==> src/rtl/player_pkg.sv <==
// player_pkg: shared types and constants for the joystick player mover.
//   axis_state_t  : per-axis auto-repeat FSM state
//   GRID_W/GRID_H : playfield size in cells; CELL_PX: cell size in pixels
//   BTN_*         : bit positions of each button in the debounced vector
package player_pkg;

  typedef enum logic [1:0] {
    IDLE = 2'd0,
    HOLD = 2'd1,
    RPT  = 2'd2
  } axis_state_t;

  localparam int GRID_W  = 40;
  localparam int GRID_H  = 30;
  localparam int CELL_PX = 16;

  localparam int BTN_UP    = 0;
  localparam int BTN_DOWN  = 1;
  localparam int BTN_LEFT  = 2;
  localparam int BTN_RIGHT = 3;
  localparam int BTN_FIRE  = 4;
  localparam int NUM_BTN   = 5;

endpackage

==> src/rtl/axis_repeat.sv <==
// axis_repeat: one movement axis. Turns a pair of debounced direction levels
// into single steps plus timed auto-repeat, and keeps the saturating position.
//   CLOCK_50, RST_N : clock, async active-low reset
//   inc, dec        : debounced levels moving toward MAX / toward 0
//   pos             : registered position, 0..MAX
//   moved           : registered one-cycle pulse when pos changed
//
// state | meaning
// IDLE  | no direction held, timer cleared
// HOLD  | first step taken, waiting REPEAT_DELAY for the first repeat
// RPT   | repeating one step every REPEAT_RATE cycles
module axis_repeat
  import player_pkg::*;
#(
  parameter int MAX          = 39,
  parameter int INIT         = 20,
  parameter int W            = 6,
  parameter int REPEAT_DELAY = 25000000,
  parameter int REPEAT_RATE  = 5000000
) (
  input  logic         CLOCK_50,
  input  logic         RST_N,
  input  logic         inc,
  input  logic         dec,
  output logic [W-1:0] pos,
  output logic         moved
);

  localparam logic [24:0]  DELAY_TC = 25'(REPEAT_DELAY - 1);
  localparam logic [24:0]  RATE_TC  = 25'(REPEAT_RATE - 1);
  localparam logic [W-1:0] POS_MAX  = W'(MAX);
  localparam logic [W-1:0] POS_INIT = W'(INIT);

  axis_state_t  state, state_nxt;
  logic [24:0]  timer, timer_nxt;
  logic         dir_neg, dir_neg_nxt;
  logic [W-1:0] pos_nxt;
  logic         step;
  logic         want_pos, want_neg;

  // Both or neither pressed cancels to no motion.
  assign want_pos = inc & ~dec;
  assign want_neg = dec & ~inc;

  always_comb begin
    state_nxt   = state;
    timer_nxt   = timer;
    dir_neg_nxt = dir_neg;
    step        = 1'b0;
    if (!(want_pos || want_neg)) begin
      state_nxt = IDLE;
      timer_nxt = '0;
    end else begin
      case (state)
        IDLE: begin
          step        = 1'b1;
          timer_nxt   = '0;
          state_nxt   = HOLD;
          dir_neg_nxt = want_neg;
        end
        HOLD, RPT: begin
          if (want_neg != dir_neg) begin
            // Instant reversal behaves like a fresh press.
            step        = 1'b1;
            timer_nxt   = '0;
            state_nxt   = HOLD;
            dir_neg_nxt = want_neg;
          end else if (timer == ((state == HOLD) ? DELAY_TC : RATE_TC)) begin
            step      = 1'b1;
            timer_nxt = '0;
            state_nxt = RPT;
          end else begin
            timer_nxt = timer + 25'd1;
          end
        end
        default: begin
          state_nxt = IDLE;
          timer_nxt = '0;
        end
      endcase
    end
  end

  always_comb begin
    pos_nxt = pos;
    if (step) begin
      if (dir_neg_nxt) begin
        if (pos != '0) pos_nxt = pos - 1'b1;
      end else begin
        if (pos != POS_MAX) pos_nxt = pos + 1'b1;
      end
    end
  end

  always_ff @(posedge CLOCK_50 or negedge RST_N) begin
    if (!RST_N) begin
      state   <= IDLE;
      timer   <= '0;
      dir_neg <= 1'b0;
      pos     <= POS_INIT;
      moved   <= 1'b0;
    end else begin
      state   <= state_nxt;
      timer   <= timer_nxt;
      dir_neg <= dir_neg_nxt;
      pos     <= pos_nxt;
      moved   <= (pos_nxt != pos);
    end
  end

endmodule

==> src/rtl/player_mover.sv <==
// player_mover: raw active-low joystick lines -> debounced, auto-repeating
// player cell position plus fire pulse.
//   CLOCK_50, RST_N                 : 50 MHz clock, async active-low reset
//   i_up/i_down/i_left/i_right/i_fire : raw joystick lines, 0 = pressed
//   o_x, o_y   : player column / row (row 0 at top)
//   o_moved    : pulse on any cycle o_x or o_y changes
//   o_fire     : pulse per debounced fire press
//   o_led      : debounced pressed levels {fire, right, left, down, up}
module player_mover
  import player_pkg::*;
#(
  parameter int DEB_CYCLES   = 500000,
  parameter int REPEAT_DELAY = 25000000,
  parameter int REPEAT_RATE  = 5000000,
  parameter int X_MAX        = 39,
  parameter int Y_MAX        = 29,
  parameter int X_INIT       = 20,
  parameter int Y_INIT       = 15
) (
  input  logic       CLOCK_50,
  input  logic       RST_N,
  input  logic       i_up,
  input  logic       i_down,
  input  logic       i_left,
  input  logic       i_right,
  input  logic       i_fire,
  output logic [5:0] o_x,
  output logic [4:0] o_y,
  output logic       o_moved,
  output logic       o_fire,
  output logic [4:0] o_led
);

  localparam int              DW     = (DEB_CYCLES > 1) ? $clog2(DEB_CYCLES) : 1;
  localparam logic [DW-1:0]   DEB_TC = DW'(DEB_CYCLES - 1);

  logic [NUM_BTN-1:0] pressed_raw;
  logic [NUM_BTN-1:0] sync1, sync2;
  logic [NUM_BTN-1:0] deb;
  logic               fire_prev;
  logic               moved_x, moved_y;

  // Inverting ahead of the synchronizer is equivalent to inverting after it
  // and lets the cleared flops mean "not pressed".
  assign pressed_raw = ~{i_fire, i_right, i_left, i_down, i_up};

  always_ff @(posedge CLOCK_50 or negedge RST_N) begin
    if (!RST_N) begin
      sync1 <= '0;
      sync2 <= '0;
    end else begin
      sync1 <= pressed_raw;
      sync2 <= sync1;
    end
  end

  for (genvar g = 0; g < NUM_BTN; g++) begin : g_deb
    logic [DW-1:0] cnt;
    logic          level;

    always_ff @(posedge CLOCK_50 or negedge RST_N) begin
      if (!RST_N) begin
        cnt   <= '0;
        level <= 1'b0;
      end else if (sync2[g] == level) begin
        cnt <= '0;
      end else if (cnt == DEB_TC) begin
        cnt   <= '0;
        level <= sync2[g];
      end else begin
        cnt <= cnt + 1'b1;
      end
    end

    assign deb[g] = level;
  end

  always_ff @(posedge CLOCK_50 or negedge RST_N) begin
    if (!RST_N) begin
      fire_prev <= 1'b0;
      o_fire    <= 1'b0;
    end else begin
      fire_prev <= deb[BTN_FIRE];
      o_fire    <= deb[BTN_FIRE] & ~fire_prev;
    end
  end

  assign o_led = deb;

  axis_repeat #(
    .MAX(X_MAX), .INIT(X_INIT), .W(6),
    .REPEAT_DELAY(REPEAT_DELAY), .REPEAT_RATE(REPEAT_RATE)
  ) u_axis_x (
    .CLOCK_50(CLOCK_50), .RST_N(RST_N),
    .inc(deb[BTN_RIGHT]), .dec(deb[BTN_LEFT]),
    .pos(o_x), .moved(moved_x)
  );

  axis_repeat #(
    .MAX(Y_MAX), .INIT(Y_INIT), .W(5),
    .REPEAT_DELAY(REPEAT_DELAY), .REPEAT_RATE(REPEAT_RATE)
  ) u_axis_y (
    .CLOCK_50(CLOCK_50), .RST_N(RST_N),
    .inc(deb[BTN_DOWN]), .dec(deb[BTN_UP]),
    .pos(o_y), .moved(moved_y)
  );

  // OR of two flops: no input-to-output combinational path.
  assign o_moved = moved_x | moved_y;

endmodule
==> config.mk <==
export PLATFORM = sky130hd
export DESIGN_NAME = player_mover
export DESIGN_NICKNAME = d
export VERILOG_FILES = /design/src/rtl/player_pkg.sv /design/src/rtl/axis_repeat.sv /design/src/rtl/player_mover.sv
export SDC_FILE = /design/constraint.sdc
export NUM_CORES = 1
export LEC_CHECK = 0
export CAP_MARGIN = 20
export CORE_MARGIN = 2
export CORE_UTILIZATION = 25
export DETAILED_ROUTE_END_ITERATION = 10
export PLACE_DENSITY = 0.43
export SKIP_CTS_REPAIR_TIMING = 1
export SYNTH_ARGS = -nofsm -noshare
export SYNTH_HDL_FRONTEND = slang
export SYNTH_SLANG_ARGS = --single-unit
==> constraint.sdc <==
create_clock -name CLOCK_50 -period 3.1 [get_ports CLOCK_50]
set_clock_uncertainty 0.15 [all_clocks]
set_input_delay 0.775 -clock CLOCK_50 [delete_from_list [all_inputs] [get_ports CLOCK_50]]
set_output_delay 0.775 -clock CLOCK_50 [all_outputs]
set_load 0.02 [all_outputs]
==> metrics.md, run 1 <==
| Metric | Value |
|---|---|
| Status | finished, final reports clean |
| Routed Antenna Nets | 0 |
| I/O Buffers | 24 |
| Final core occ | 29.3% |
| DR pass1 iterations | 5 |
| Setup TNS | 0 ns |
| ANT cells | 0 |
| Min Tclk post-route | 2.78 ns |
| Fin Hold WS | 0.139 ns |
| Final Power | 4.80 mW |
| Period utilization | 89.6% |
| WL final | 17.8 mm |
| Final instance area | 10400 sq um |
| Worst R2R Start | u_axis_y.timer[7] |
| Synth async-reset ratio | 100% |
| Die Ht | 194 microns |
| Max Clk Rate | 360 MHz |
| Core footprint | 35600 sq um |
| CTS root buffer | clkbuf_16 |
| IO Pins | 25 |
| Placer Congestion | 0.743 |
| Post-synthesis cell count | 927 |
| Nets | 984 |
| Post-route DRC | 0 |
| Startpoint types | register |
| Worst-path fanout max | 15 |
| Final number of hold-violating endpoints | 0 |
| Unrepaired setup endpoints after global routing | no |
| Crit path max-delay family | simple AND/OR/NAND/NOR gates |
| HPWL after DPL | 12.1 mm |
| Most frequent cells after synthesis | nor2_1 (195), dfrtp_1 (175), xor2_1 (74), xnor2_1 (62), nand3_1 (60) |
| CTS tree | yes |
| Yosys warning count | 0 |
| R2r endpoint | u_axis_y.timer[20] |
| Cts bufs inserted | 17 |
| Sequential fraction of the synthesis area | 50.2% |
| Area growth from synthesis to layout | 15.5% |
| Crit path largest cell delay | 0.51 ns |
| First-pass GRT wire length | 31.6 mm |
| Library cells used by synthesis | 55 |
| Crit end category | register |
| Number of synthesized register bits | 181 |
| Data required, critical path | 3.27 ns |
| Wire per inst | 12.5 microns |
| Clock latency on the worst-skew pair | 0.43 ns |
| Final setup vio count | 0 |
| Tightest Pin Transition | 0.818 ns |
| All-layer global routing usage | 10.1% |
| Worst hold path type | in2async |
| Crit path buf inv count | 1 |
| Pins Over Slew Limit | 0 |
| Fillers | 3769 |
| R2r setup slk | 0.32 ns |
| Initial DRC count | 304 |
| Worst Reg-to-Reg Cells | 6 |
| Vias per cell | 4.36 |
| Die width | 194 microns |
| Count leader, synth | nor2_1 |
| H-tree depth | 4 |
| Initial antenna violation count | 0 |
| WP data arrival | 2.94 ns |
| Relative slew margins | 45.2% |
| Post-synth top area cell | dfrtp_1 |
| Clock sinks | 181 |
| FP Rows | 69 |
| CTS clk-pin slew, worst paths | 0.07 ns |
| Cell area power density | 460 nW/um^2 |
| Top post-synthesis cells by area | dfrtp_1 (48%), nor2_1 (8.1%), xor2_1 (7.2%), xnor2_1 (6.0%), ha_1 (3.5%) |
| Number of flops mapped to enable cells by yosys | 0 |
| Starting Density | 25.4% |
| Ys flop type | dfrtp_1 |
| Synth Cell Area | 9030 sq um |
| Vias | 6218 |
| Max-cap viol count | 0 |
| Crit path max-delay cell type | or4b_1 |
| Vias in the first global route | 6414 |
| Pin count of the biggest net entering global routing | 66 |
| Avg Cell Area, Syn | 9.74 sq um |
| Die area | 37700 sq um |
| GRT overflow | 0 |
| CTS max path bufs | 2 |
| Placed Area | 9820 sq um |
| Post-Syn Nets | 959 |
| Worst-path cell chain | or4b_1, or4_1, a2111oi_1, or2_2, buf_12, nor2_1 |
| VDD IR-drop max | 0.462 mV |
| Setup Crit Path Kind | reg2reg |
| Layout cells sized above 1 | 6.53% |
| Leakage power | 4.29 nW |
| Synth top area share | 48.5% |
power breakdown:
part           internal, mW  switching, mW
clock network          1.35          0.930
registers              2.38         0.0185
logic                0.0328         0.0815
cell type report:
| cell class | instances | area, sq um | share of cell area, % |
|---|---|---|---|
| multi-input combinational | 677 | 4190 | 40.1 |
| clock inverter | 8 | 121 | 1.16 |
| clock buffer | 24 | 492 | 4.72 |
| timing repair buffer | 32 | 354 | 3.40 |
| tap | 461 | 577 | 5.53 |
| sequential | 181 | 4540 | 43.5 |
| inverter | 43 | 161 | 1.55 |
cell usage in the layout (no fill, tap or decap), types with 5 or more instances in the layout:
| cell type | netlist | layout |
|---|---|---|
| or2_2 | 9 | 9 |
| xnor2_1 | 62 | 62 |
| nor3_1 | 21 | 21 |
| nand3_1 | 60 | 60 |
| and2_1 | 7 | 7 |
| dfrtp_1 | 175 | 175 |
| dfstp_2 | 6 | 6 |
| clkdlybuf4s50_1 | 0 | 23 |
| a21oi_1 | 9 | 9 |
| ha_1 | 25 | 25 |
| nand2_1 | 51 | 51 |
| nor4_1 | 9 | 9 |
| o21ai_0 | 11 | 11 |
| nor2b_1 | 8 | 8 |
| nand4_1 | 26 | 26 |
| nand3b_1 | 6 | 6 |
| and3_1 | 22 | 22 |
| o31ai_1 | 5 | 5 |
| clkbuf_16 | 0 | 17 |
| xor2_1 | 74 | 74 |
| clkbuf_8 | 0 | 5 |
| nor2_1 | 195 | 195 |
| or3_1 | 6 | 6 |
| inv_1 | 43 | 43 |
| and4_1 | 16 | 16 |
flip-flops by register name, summed over array words and instances (netlist names), 2 cells and up:
| signal | flops |
|---|---|
| u_axis_y.pos | 5 |
| g_deb.level | 5 |
| u_axis_x.pos | 6 |
| u_axis_x.timer | 25 |
| u_axis_y.timer | 25 |
| g_deb.cnt | 95 |
| u_axis_x.state | 2 |
| u_axis_y.state | 2 |
| sync2 | 5 |
| sync1 | 5 |
routing by layer:
| layer | wire, microns | GRT usage [%] |
|---|---|---|
| met5 | 0 | 0 |
| met4 | 189 | 3.06 |
| met3 | 374 | 2.28 |
| met2 | 8070 | 15.9 |
| met1 | 9160 | 13.7 |
how the worst max path moves through the flow:
stage	from	to	slack (ns)	depth (start not counted)
CTS	u_axis_y.timer[7]	u_axis_y.timer[20]	0.32	6
finish	u_axis_y.timer[7]	u_axis_y.timer[20]	0.32	6
detailed placement	u_axis_y.timer[7]	u_axis_y.timer[20]	0.33	6
floorplan	u_axis_x.timer[7]	u_axis_x.pos[4]	0.59	7
global placement	u_axis_x.timer[7]	u_axis_x.pos[2]	0.38	6
global route	u_axis_y.timer[7]	u_axis_y.pos[1]	0.06	6
logic make-up after synthesis:
logic type      count (synthesis)  synth area share [%]
simple gates                  460                  25.1
buf+inv                        69                  3.41
mux                             4                 0.485
flops                         181                  50.2
compound gates                 52                  4.10
fa+ha+maj                      25                  3.46
xor+xnor                      136                  13.2
metrics by stage:
step / setup WS, ns / std cells
final: 0.323 / 1426
after global routing: 0.0627 / 1426
after CTS: 0.320 / 1426
after detailed placement: 0.328 / 1394
after global placement: 0.378 / 1394
after floorplan: 0.594 / 927
No activity file was read; power rests on OpenSTA's default activity.
==> run 2, diff against run 1 <==
PLACE_DENSITY = 0.44   (was 0.43)
clock period = 2.3 ns   (was 3.1 ns; I/O delays follow)
==> run 2 against run 1 <==
Effect of this change: the run now ends with negative setup slack left; die area stayed put; critical path depth did not move; critical endpoint is now u_axis_x.timer[24]; non-clock buffer count rose by 68.
==> metrics.md, run 2 (synthesized netlist as in run 1, its figures left out) <==
| Metric | Value |
|---|---|
| Status | finished with violations |
| Failing checks | negative setup slack |
| Pins Over Slew Limit | 0 (unchanged) |
| Crit path max-delay cell type | or4b_1 |
| Die width | 194 microns (unchanged) |
| ANT cells | 0 (unchanged) |
| Leakage power | 4.98 nW (+16%) |
| Min Tclk post-route | 2.36 ns (-0.420 ns) |
| Die area | 37700 sq um (unchanged) |
| Setup TNS | -0.783 ns (-0.783 ns) |
| WP data arrival | 2.52 ns (-0.42 ns) |
| Wire per inst | 12.3 microns (-1.1%) |
| Area growth from synthesis to layout | 27.0% |
| Internal power | 5.30 mW (+41%) |
| Switching Share | 21.0% (-0.42 points) |
| CTS root buffer | clkbuf_16 |
| Placer Congestion | 0.731 (-1.6%) |
| Initial antenna violation count | 0 (unchanged) |
| GRT overflow | 0 (unchanged) |
| Flop pwr share | 48.2% (-1.8 points) |
| Vias in the first global route | 6478 (+1.0%) |
| VDD IR-drop max | 0.510 mV (+10%) |
| CTS clk-pin slew, worst paths | 0.07 ns (about the same) |
| Crit path max-delay family | simple AND/OR/NAND/NOR gates |
| Final core occ | 32.3% (+2.9 points) |
| I/O Buffers | 24 (unchanged) |
| Max-cap viol count | 0 (unchanged) |
| Starting Density | 25.4% (unchanged) |
| Layout cells sized above 1 | 18.0% (+11 points) |
| Commonest non-fill, non-tap cell in the layout | dfrtp_1 |
| Clock sinks | 181 (unchanged) |
| H-tree depth | 4 (unchanged) |
| Worst-path cell chain | or4b_1, or4_4, a2111oi_4, or2_4, clkbuf_16, nor2_4 |
| CTS tree | yes |
| Period utilization | 102% (+13 points) |
| Clock share of power | 49.4% (+1.8 points) |
| Routed Antenna Nets | 0 (unchanged) |
| FP Rows | 69 (unchanged) |
| Comb pwr share | 2.4% (about the same) |
| Data required, critical path | 2.46 ns (-0.81 ns) |
| Cell area power density | 585 nW/um^2 (+27%) |
| Unrepaired setup endpoints after global routing | yes |
| First-pass GRT wire length | 31.9 mm (+1.0%) |
| Nets | 1052 (+6.9%) |
| Startpoint types | register |
| Post-route DRC | 0 (unchanged) |
| Most flop-heavy register | g_deb.cnt |
| Max Clk Rate | 424 MHz (+18%) |
| IO Pins | 25 (unchanged) |
| Core footprint | 35600 sq um (unchanged) |
| Max reg flops | 95 (unchanged) |
| Crit path largest cell delay | 0.51 ns (about the same) |
| Largest regs | g_deb.cnt (95), u_axis_x.timer (25), u_axis_y.timer (25) |
| Worst hold path type | reg2reg |
| Vias per cell | 4.38 (+0.45%) |
| Dpl ws | -0.115 ns (-0.443 ns) |
| Relative slew margins | 64.9% (+20 points) |
| Cts bufs inserted | 17 (unchanged) |
| Tightest Pin Transition | 0.522 ns (-0.296 ns) |
| All-layer global routing usage | 10.2% (+0.10 points) |
| Final number of hold-violating endpoints | 0 (unchanged) |
| DP Cell Count | 1450 (+4.0%) |
| Most frequent cells in the layout | dfrtp_1 (174), nor2_1 (157), xor2_1 (74) |
| Finished Layout Cells | 1494 (+4.8%) |
| Initial DRC count | 307 (+0.99%) |
| Crit path buf inv count | 1 (unchanged) |
| Final setup vio count | 28 (+28) |
| HPWL after DPL | 12.4 mm (+3.1%) |
| Crit end category | register |
| Setup Crit Path Kind | reg2reg |
| CTS max path bufs | 2 (unchanged) |
| Final Worst Setup Slack | -0.0566 ns (-0.380 ns) |
| DR pass1 iterations | 7 (+2) |
| Worst-path fanout max | 6 (-9) |
| Vias | 6544 (+5.2%) |
| Pin count of the biggest net entering global routing | 70 (+6.1%) |
| Die Ht | 194 microns (unchanged) |
| Sw power | 1.41 mW (+37%) |
| Clock latency on the worst-skew pair | 0.43 ns (about the same) |
| WL final | 18.4 mm (+3.6%) |
==> run 2: path summary, 6_finish.rpt <==
check,start,endpoint,slack [ns],cells after the start
max in group asynchronous,RST_N,u_axis_y.pos[1],1.00,3
max,u_axis_x.timer[7],u_axis_x.timer[24],-0.06,6
max reg2reg,u_axis_x.timer[7],u_axis_x.timer[24],-0.06,6
min,sync1[2],sync2[2],0.20,0
min in group asynchronous,RST_N,u_axis_x.timer[0],0.37,2
min reg2reg,sync1[2],sync2[2],0.20,0
==> run 2: final cells by class <==
class                      count  area [sq um]
inverter                      43           161
clock buffer                  19           433
tap                          461           577
fill                        3681         24100
sequential                   181          4540
multi-input combinational    677          4540
clock inverter                13           228
timing repair buffer         100           998
==> run 2: through the flow <==
step	instance area [sq um]	total power [mW]	hold WS [ns]
floorplan	9130	3.36	0.129
global placement	10300	3.47	0.184
detailed placement	10300	3.47	0.186
CTS	11000	6.85	-0.214
global route	11500	7.00	0.216
finish	11500	6.71	0.200
==> run 2: metal layers <==
metal | up-vias | global-route usage (%) | share of wire (%)
met5 | - | 0 | 0
met4 | 0 | 3.34 | 1.3
met3 | 16 | 2.12 | 2.0
met2 | 44 | 16.2 | 47
met1 | 3183 | 13.7 | 50
li1 | 3301 | - | -
==> run 2: power groups by stage <==
stage                     Clock, mW  Sequential (mW)  Combinational [mW]
after floorplan                   0             3.29              0.0636
after global placement            0             3.30               0.168
after detailed placement          0             3.30               0.168
after CTS                      3.45             3.24               0.168
after global routing           3.57             3.24               0.191
final                          3.32             3.24               0.158
==> run 3, diff against run 2 <==
SYNTH_HIERARCHICAL = 1   (was unset)
==> run 3 against run 2 <==
Effect of this change: the flow still finishes with violations (negative setup slack); global-route usage up 0.78 points; sequential share of layout area down 1.5 points; power down 3.6%; non-clock buffer count up 20; largest power group is now sequential cells; first-iteration DRC count down 9.4%; hold slack better by 0.0015 ns.
==> metrics.md, run 3 <==
| Metric | Value |
|---|---|
| Most frequent cells after synthesis | dfrtp_1 (175), nor2_1 (150), nand2_1 (65), xor2_1 (60), xnor2_1 (50) |
| Largest regs | g_deb.cnt (95), u_axis_x/timer (25), u_axis_y/timer (25) |
| Unrepaired setup endpoints after global routing | yes |
| Fillers | 3907 (+6.1%) |
| Post-route DRC | 0 (unchanged) |
| R2r setup slk | -0.06 ns (about the same) |
| Status | finished with violations |
| Hold endpoint | sync2[4] |
| Post-synthesis cell count | 959 (+3.5%) |
| CTS root buffer | clkbuf_16 |
| GRT overflow | 0 (unchanged) |
| HPWL after DPL | 14.4 mm (+16%) |
| Finished Layout Cells | 1594 (+6.7%) |
| DR pass1 iterations | 4 (-3) |
| Number of flops mapped to enable cells by yosys | 0 (unchanged) |
| Wire per inst | 12.9 microns (+4.5%) |
| Vias | 7084 (+8.3%) |
| Nets | 1102 (+4.8%) |
| Commonest non-fill, non-tap cell in the layout | dfrtp_1 |
| Final core occ | 31.8% (-0.41 points) |
| Switching Share | 22.8% (+1.7 points) |
| Synth async-reset ratio | 100% (unchanged) |
| Most flop-heavy register | g_deb.cnt |
| Library cells used by synthesis | 77 (+40%) |
| Yosys warning count | 6 (+6) |
| Worst hold path type | reg2reg |
| Die Ht | 199 microns (+2.4%) |
| Count leader, synth | dfrtp_1 |
| ANT cells | 0 (unchanged) |
| Clock share of power | 47.1% (-2.3 points) |
| Leakage power | 5.04 nW (+1.1%) |
| Sw power | 1.47 mW (+4.4%) |
| Crit end category | register |
| R2r endpoint | u_axis_y/pos[1] |
| Area growth from synthesis to layout | 26.0% |
| Routed Antenna Nets | 0 (unchanged) |
| Comb pwr share | 2.9% (+0.5 points) |
| Crit path max-delay cell type | or4_4 |
| Tightest Pin Transition | 0.464 ns (-0.0583 ns) |
| CTS tree | yes |
| Core footprint | 37500 sq um (+5.4%) |
| IO Pins | 25 (unchanged) |
| Clock sinks | 181 (unchanged) |
| Period utilization | 103% (+0.28 points) |
| H-tree depth | 4 (unchanged) |
| Internal power | 5.00 mW (-5.7%) |
| Worst-path cell chain | inv_2, ha_4, nand4b_1, or4_4, a2111o_1, and2_4, a2111oi_4 |
| Flop pwr share | 50.0% (+1.8 points) |
| Clock latency on the worst-skew pair | 0.44 ns (about the same) |
| Initial antenna violation count | 0 (unchanged) |
| Failing checks | negative setup slack |
| WL final | 20.5 mm (+11%) |
| Ys flop type | dfrtp_1 |
| Worst R2R Start | u_axis_y/state[1] |
| Crit path buf inv count | 1 (unchanged) |
| Final setup vio count | 4 (-86%) |
| Post-Syn Nets | 991 (+3.3%) |
| Crit path largest cell delay | 0.46 ns (-0.05 ns) |
| Sequential fraction of the synthesis area | 47.9% (-2.3 points) |
| Synth top area share | 46.2% (-2.3 points) |
| WHS Path Cells | 0 (unchanged) |
| FP Rows | 71 (+2.9%) |
| Pin count of the biggest net entering global routing | 51 (-27%) |
| Hold_sp | sync1[4] |
| Initial DRC count | 278 (-9.4%) |
| Die area | 39500 sq um (+4.8%) |
| CTS clk-pin slew, worst paths | 0.07 ns (about the same) |
| All-layer global routing usage | 10.9% (+0.78 points) |
| Top post-synthesis cells by area | dfrtp_1 (46%), nor2_1 (5.9%), xor2_1 (5.5%), xnor2_1 (4.6%), ha_1 (3.3%) |
| Max-cap viol count | 0 (unchanged) |
| Startpoint types | register |
| Data required, critical path | 2.49 ns (+0.03 ns) |
| Dpl ws | -0.178 ns (-0.0631 ns) |
| Die width | 199 microns (+2.4%) |
| Layout cells sized above 1 | 20.0% (+2.0 points) |
| Relative slew margins | 69.1% (+4.2 points) |
| Vias per cell | 4.44 (+1.5%) |
| Crit path max-delay family | simple AND/OR/NAND/NOR gates |
| Final number of hold-violating endpoints | 0 (unchanged) |
| Post-synth top area cell | dfrtp_1 |
| Synth Cell Area | 9470 sq um (+4.9%) |
| First-pass GRT wire length | 34.8 mm (+9.1%) |
| Setup Crit Path Kind | reg2reg |
| CTS max path bufs | 2 (unchanged) |
| Max reg flops | 95 (unchanged) |
| Placer Congestion | 0.730 (-0.12%) |
| I/O Buffers | 24 (unchanged) |
| Cts bufs inserted | 17 (unchanged) |
| Pins Over Slew Limit | 0 (unchanged) |
| Max Clk Rate | 423 MHz (-0.27%) |
| Cell area power density | 542 nW/um^2 (-7.3%) |
| VDD IR-drop max | 0.435 mV (-15%) |
| Most frequent cells in the layout | dfrtp_1 (174), nor2_1 (128), buf_4 (85) |
| Final Worst Setup Slack | -0.0631 ns (-0.00644 ns) |
| Number of synthesized register bits | 181 (unchanged) |
| WP data arrival | 2.55 ns (+0.03 ns) |
| Starting Density | 25.3% (-0.12 points) |
| Worst Reg-to-Reg Cells | 7 (+1) |
| Worst-path fanout max | 5 (-1) |
| DP Cell Count | 1557 (+7.4%) |
| Vias in the first global route | 7014 (+8.3%) |
| Avg Cell Area, Syn | 9.88 sq um (+1.4%) |
| Min Tclk post-route | 2.36 ns (+0.00644 ns) |
-- run 3: cell types whose count changed after synthesis, moves of 8 or more --
cell     previous run  this run
a21oi_1             9        34
nand4_1            26        45
o21ai_0            11        19
xor2_1             74        60
nor2_1            195       150
or4_1               2        22
o31ai_1             5        15
nand3_1            60        44
buf_6               1         9
and3_1             22        13
xnor2_1            62        50
or3_1               6        20
nand2_1            51        65
-- run 3: area by class of cell --
type,instances,area [sq um],area share (%)
timing repair buffer,120,1130,9.43
clock buffer,18,429,3.59
clock inverter,14,174,1.46
tap,511,639,5.36
inverter,44,165,1.38
sequential,181,4540,38.0
multi-input combinational,706,4870,40.8
-- run 3: worst max-delay path by stage --
stage                     depth (start not counted)              end  slack, ns              start
after CTS                                         9  u_axis_x/pos[5]      -0.20     g_deb[3].level
after global routing                              7  u_axis_y/pos[1]      -0.17  u_axis_y/state[1]
after detailed placement                          9  u_axis_x/pos[5]      -0.18     g_deb[3].level
after floorplan                                   7  u_axis_y/pos[1]      -0.03  u_axis_y/state[1]
after global placement                            9  u_axis_x/pos[5]      -0.18     g_deb[3].level
final                                             7  u_axis_y/pos[1]      -0.06  u_axis_y/state[1]
-- run 3: cells by family after synthesis --
| logic type | count (synthesis) | share of synthesized area (%) |
|---|---|---|
| muxes | 10 | 1.15 |
| xor gates and xnor gates | 110 | 10.2 |
| DFF | 181 | 47.9 |
| AOI/OAI and AO/OA | 110 | 8.47 |
| buffers and inverters | 72 | 3.95 |
| adders and majority gates | 25 | 3.30 |
| and+or+nand+nor | 451 | 25.1 |
-- run 3: power groups by stage --
stage	registers (mW)	clock network [mW]	logic [mW]
global route	3.24	3.29	0.222
floorplan	3.29	0	0.0727
finish	3.24	3.05	0.188
CTS	3.24	3.17	0.199
global placement	3.30	0	0.200
detailed placement	3.30	0	0.198
-- run 3: layer usage --
metal / track usage (%) / part of all wire, % / vias up
met5: 0 / 0 / -
met4: 3.32 / 1.1 / 0
met3: 1.98 / 2.4 / 14
met2: 17.7 / 46 / 63
met1: 14.8 / 50 / 3420
li1: - / - / 3587
-- run 3: worst register-to-register path: stages, from the launching register on --
cell and delay, ns:
dfrtp_1 0.38, inv_2 0.08, ha_4 0.14, nand4b_1 0.08, or4_4 0.46, a2111o_1 0.46, and2_4 0.22, a2111oi_4 0.30
-- run 3: through the flow --
step,TNS (ns),instance area [sq um],power [mW],hold WS (ns)
floorplan,-0.0319,9500,3.37,0.129
finish,-0.0732,11900,6.48,0.202
global placement,-2.85,10900,3.50,0.183
detailed placement,-3.72,10900,3.50,0.187
CTS,-6.12,11500,6.61,-0.0507
global route,-2.57,11900,6.76,0.219
==> edit 1 (config.mk and constraints of run 2) <==
Re-encode `axis_state_t` (3 states) as one-hot, 3 bits wide.
--- a/src/rtl/player_pkg.sv
+++ b/src/rtl/player_pkg.sv
@@ -5,8 +5,8 @@
 package player_pkg;
 
-  typedef enum logic [1:0] {
-    IDLE = 2'd0,
-    HOLD = 2'd1,
-    RPT  = 2'd2
+  typedef enum logic [2:0] {
+    IDLE = 3'b001,
+    HOLD = 3'b010,
+    RPT  = 3'b100
   } axis_state_t;
 
Function: same outputs for any inputs over 10 cycles, from zero or initial values and one cycle with RST_N low; not proved beyond that.
==> edit 1 against run 2 <==
The flow still finishes with violations (setup timing). Final area increased by 2.1%. Power decreased by 4.1%. Die area increased by 2.1%. Non-clock buffer count increased by 12. Sequential cell count increased by 2. Fmax decreased by 11%. Count of clock-buffer cells in the layout unchanged. Area after synthesis increased by 2.1%. Worst setup slack got worse by 0.29 ns. Combinational power increased by 6%. Wire length increased by 7.1%. Critical path type unchanged. Critical endpoint is now u_axis_x.pos[5]. Largest cell class is now multi-input combinational cells. Largest power group is now sequential cells.
==> edit 1: results <==
set metrics [dict create \
    dpl.hpwl_mm 13.5 \
    synthMuxAreaShare 0.00692 \
    peakVddDrop_mv 0.509 \
    firstDrtPassIters 6 \
    pre_cts_ws_ns -0.341 \
    setup_viol_count_final 66 \
    wirelength_mm 19.7 \
    outcome "finished, violations left" \
    drive_gt1_frac 0.204 \
    crit_fanout 8 \
    viasPerCell 4.44 \
    synth_top_cells_by_count "185 x nor2_1, 175 x dfrtp_1, 77 x xor2_1, 68 x nand3_1, 61 x nand2_1" \
    syn2layout_area_growth_pct 27.0 \
    wl_met3_um 392 \
    slew_headroom 0.649 \
    p_leak_nw 4.97 \
    finalWorstSetupSlack_ns -0.350 \
    dpl-instance-area_sq_um 10600 \
    violations "setup timing" \
    syn-num-nets 988 \
    dp.cells 1501 \
    cp-startpoint "u_axis_x.timer[8]" \
    ys_top_cells_by_area "dfrtp_1 47%, nor2_1 7.5%, xor2_1 7.3%, xnor2_1 4.8%, nand3_1 3.7%" \
    wl_met2_mm 9.06 \
    nNetsFinal 1087 \
    vias 6839 \
    synth-compound-area-share 0.0632 \
    grt_pass1_wl_mm 33.8 \
    arrival_ns 2.83 \
    grt_max_degree 56 \
]
edit 1: cell types whose count changed in the layout (fill, tap and decap cells not counted), sizes merged, moves of 10 or more:
cell / before / now
nor2: 196 / 185
o21ai: 11 / 29
xnor2: 62 / 51
nand2: 51 / 61
buf: 72 / 84
a21oi: 10 / 21
edit 1: where the power goes:
part | switching, W | total [W] | internal (W)
Clock | 0.00133 | 0.00300 | 0.00167
Combinational | 0.000115 | 0.000167 | 0.0000518
Sequential | 0.0000248 | 0.00327 | 0.00325
Total | 0.00147 | 0.00644 | 0.00497
edit 1: per-stage QoR:
stage	util	hold slack [ns]
after global routing	0.321	0.206
after CTS	0.307	-0.0509
after floorplan	-	0.129
after detailed placement	0.291	0.186
after global placement	0.291	0.186
final	0.321	0.199
edit 1: per-layer routing:
| metal | up-vias | global-route usage |
|---|---|---|
| li1 | 3470 | - |
| met1 | 3303 | 0.148 |
| met2 | 52 | 0.168 |
| met3 | 14 | 0.0210 |
| met4 | 0 | 0.0404 |
| met5 | - | 0 |
edit 1: critical path: stages, from the launching register on:
cell	delay (ns)
dfrtp_1	0.37
or4bb_1	0.49
or4_4	0.55
a2111oi_4	0.45
a21boi_4	0.16
a21o_1	0.18
a22o_1	0.19
edit 1: cell families after synthesis:
| family | Yosys count |
|---|---|
| flip-flops | 183 |
| multiplexers | 6 |
| AO/OA/AOI/OAI | 83 |
| XOR/XNOR | 128 |
| buffers and inverters | 71 |
| adder cells (fa/ha/maj) | 19 |
| AND/OR/NAND/NOR | 472 |
edit 1: area by class of cell:
cell class | count | area share
Clock inverter | 12 | 0.0120
Inverter | 39 | 0.0125
Clock buffer | 19 | 0.0387
Multi-Input combinational cell | 708 | 0.403
Sequential cell | 183 | 0.392
Timing Repair Buffer | 112 | 0.0919
Tap cell | 468 | 0.0500
==> edit 2 (flow settings as in run 2) <==
Without the edit above. Set the parameter `DEB_CYCLES` to 1000000 (it was 500000).
--- a/src/rtl/player_mover.sv
+++ b/src/rtl/player_mover.sv
@@ -10,5 +10,5 @@
   import player_pkg::*;
 #(
-  parameter int DEB_CYCLES   = 500000,
+  parameter int DEB_CYCLES   = 1000000,
   parameter int REPEAT_DELAY = 25000000,
   parameter int REPEAT_RATE  = 5000000,
Check against the original RTL: no difference found for any inputs over 10 cycles, from zero or initial values and one cycle with RST_N low; that may be too few to reach the edited logic, so the function may still have changed.
==> edit 2 against run 2 <==
The flow still finishes with violations (setup timing). Cell count up 0.13%. Wire length up 1.5%. First-iteration DRC count rose by 3.3%. Sequential cell count is 5 higher. Final area is 2.5% lower. Synthesized cell count rose by 1.3%. Count of clock-buffer cells in the layout rose by 3. Power down 0.70%. Worst setup slack better by 0.025 ns. Area after synthesis is 1.7% higher. Largest cell class unchanged. Largest power group is now sequential cells.
==> edit 2: results <==
set metrics [dict create \
    outcome "finished, violations left" \
    violations "setup timing" \
    numCtsBuffers 17 \
    wl_met1_mm 9.47 \
    avgSynthCellArea_sq_um 9.78 \
    cpPeakStageDelay_ns 0.41 \
    wl_met2_mm 8.53 \
    grt_pass1_wl_mm 33.0 \
    wirelength_mm 18.7 \
    synth_top_cells_by_count "182 x nor2_1, 180 x dfrtp_1, 92 x xor2_1, 75 x nand3_1, 55 x nand2_1" \
    ys_seq_area_frac 0.508 \
    ys_top_cells_by_area "dfrtp_1 49%, xor2_1 8.8%, nor2_1 7.4%, xnor2_1 4.5%, nand3_1 4.1%" \
    vias 6546 \
    dpl.hpwl_mm 12.8 \
    wl_met3_um 479 \
    peakVddDrop_mv 0.370 \
    cp_slowest_cell "dfrtp_1" \
    grt_usage 0.105 \
    slew_headroom 0.704 \
    grt_pass1_vias 6677 \
    syn-num-nets 971 \
    worstHoldPathCells 0 \
    dp.cells 1460 \
    crit_path_end "u_axis_x.pos[3]" \
    top_regs "g_deb.cnt (100), u_axis_x.timer (25), u_axis_y.timer (25)" \
    cts-root-buf "clkbuf_16" \
    p_leak_nw 5.06 \
    grt_max_degree 48 \
    r2r-start "u_axis_x.state[0]" \
    firstDrtPassIters 5 \
    dpl-instance-area_sq_um 10400 \
    pre_cts_ws_ns -0.0892 \
    drt_iter0_markers 317 \
    arrival_ns 2.50 \
    finalWorstSetupSlack_ns -0.0314 \
    setup_tns_ns -0.0689 \
    viasPerCell 4.38 \
    setup_viol_count_final 4 \
    crit_fanout 7 \
    critPathLaunchType "register" \
    reg2reg_depth 9 \
    filler_cell_count 3750 \
    port_buffers 24 \
    drive_gt1_frac 0.119 \
    min_path_type "reg2reg" \
    nNetsFinal 1047 \
    gp_congestion 0.770 \
]
==> edit 2: kinds of logic (layout without fill, tap and decap cells) <==
group | Yosys count | in the layout | share of synthesized area
fa+ha+maj | 25 | 25 | 0.0341
xor+xnor | 139 | 139 | 0.133
buf+inv | 64 | 153 | 0.0289
mux | 6 | 6 | 0.00695
compound gates | 57 | 57 | 0.0413
flops | 186 | 186 | 0.508
simple gates | 462 | 462 | 0.249
==> edit 2: per-layer routing <==
layer / vias to the layer above / global-route usage
met2: 59 / 0.172
met3: 18 / 0.0241
li1: 3316 / -
met4: 0 / 0.0325
met1: 3153 / 0.138
met5: - / 0
==> edit 2: report_power, final <==
part           internal, W  switching, W  total, W  leakage (nW)
Combinational    0.0000594      0.000120  0.000179          2.21
Sequential         0.00330     0.0000260   0.00333          2.54
Clock              0.00188       0.00128   0.00316         0.305
Total              0.00524       0.00142   0.00667          5.06
==> edit 2: worst min-delay path by stage <==
stage,to,slack (ns),from
floorplan,fire_prev,0.13,RST_N
global placement,sync2[3],0.18,sync1[3]
detailed placement,sync2[3],0.19,sync1[3]
CTS,g_deb[1].cnt[0],-0.09,RST_N
global route,sync2[3],0.20,sync1[3]
finish,sync2[3],0.20,sync1[3]
==> edit 2: cell type report <==
class / instances / area [sq um] / area share
inverters: 37 / 139 / 0.0124
multi-input cells: 689 / 4360 / 0.389
clock inverters: 10 / 164 / 0.0146
clock buffers: 22 / 464 / 0.0415
flip-flops and latches: 186 / 4660 / 0.417
well taps: 468 / 586 / 0.0523
repair buffers: 84 / 817 / 0.0730
==> edit 2: critical path: cells and delay by family, from the launching register on <==
family	cells	cell delay (ns)
buf+inv	2	0.35
simple gates	2	0.40
fa+ha+maj	1	0.17
flops	1	0.41
compound gates	4	0.73
==> edit 2: through the flow <==
step	hold WS (ns)	utilization
6_report	0.199	0.307
3_3_place_gp	0.185	0.285
2_1_floorplan	0.129	-
4_1_cts	-0.0870	0.302
5_1_grt	0.205	0.307
3_5_place_dp	0.186	0.285
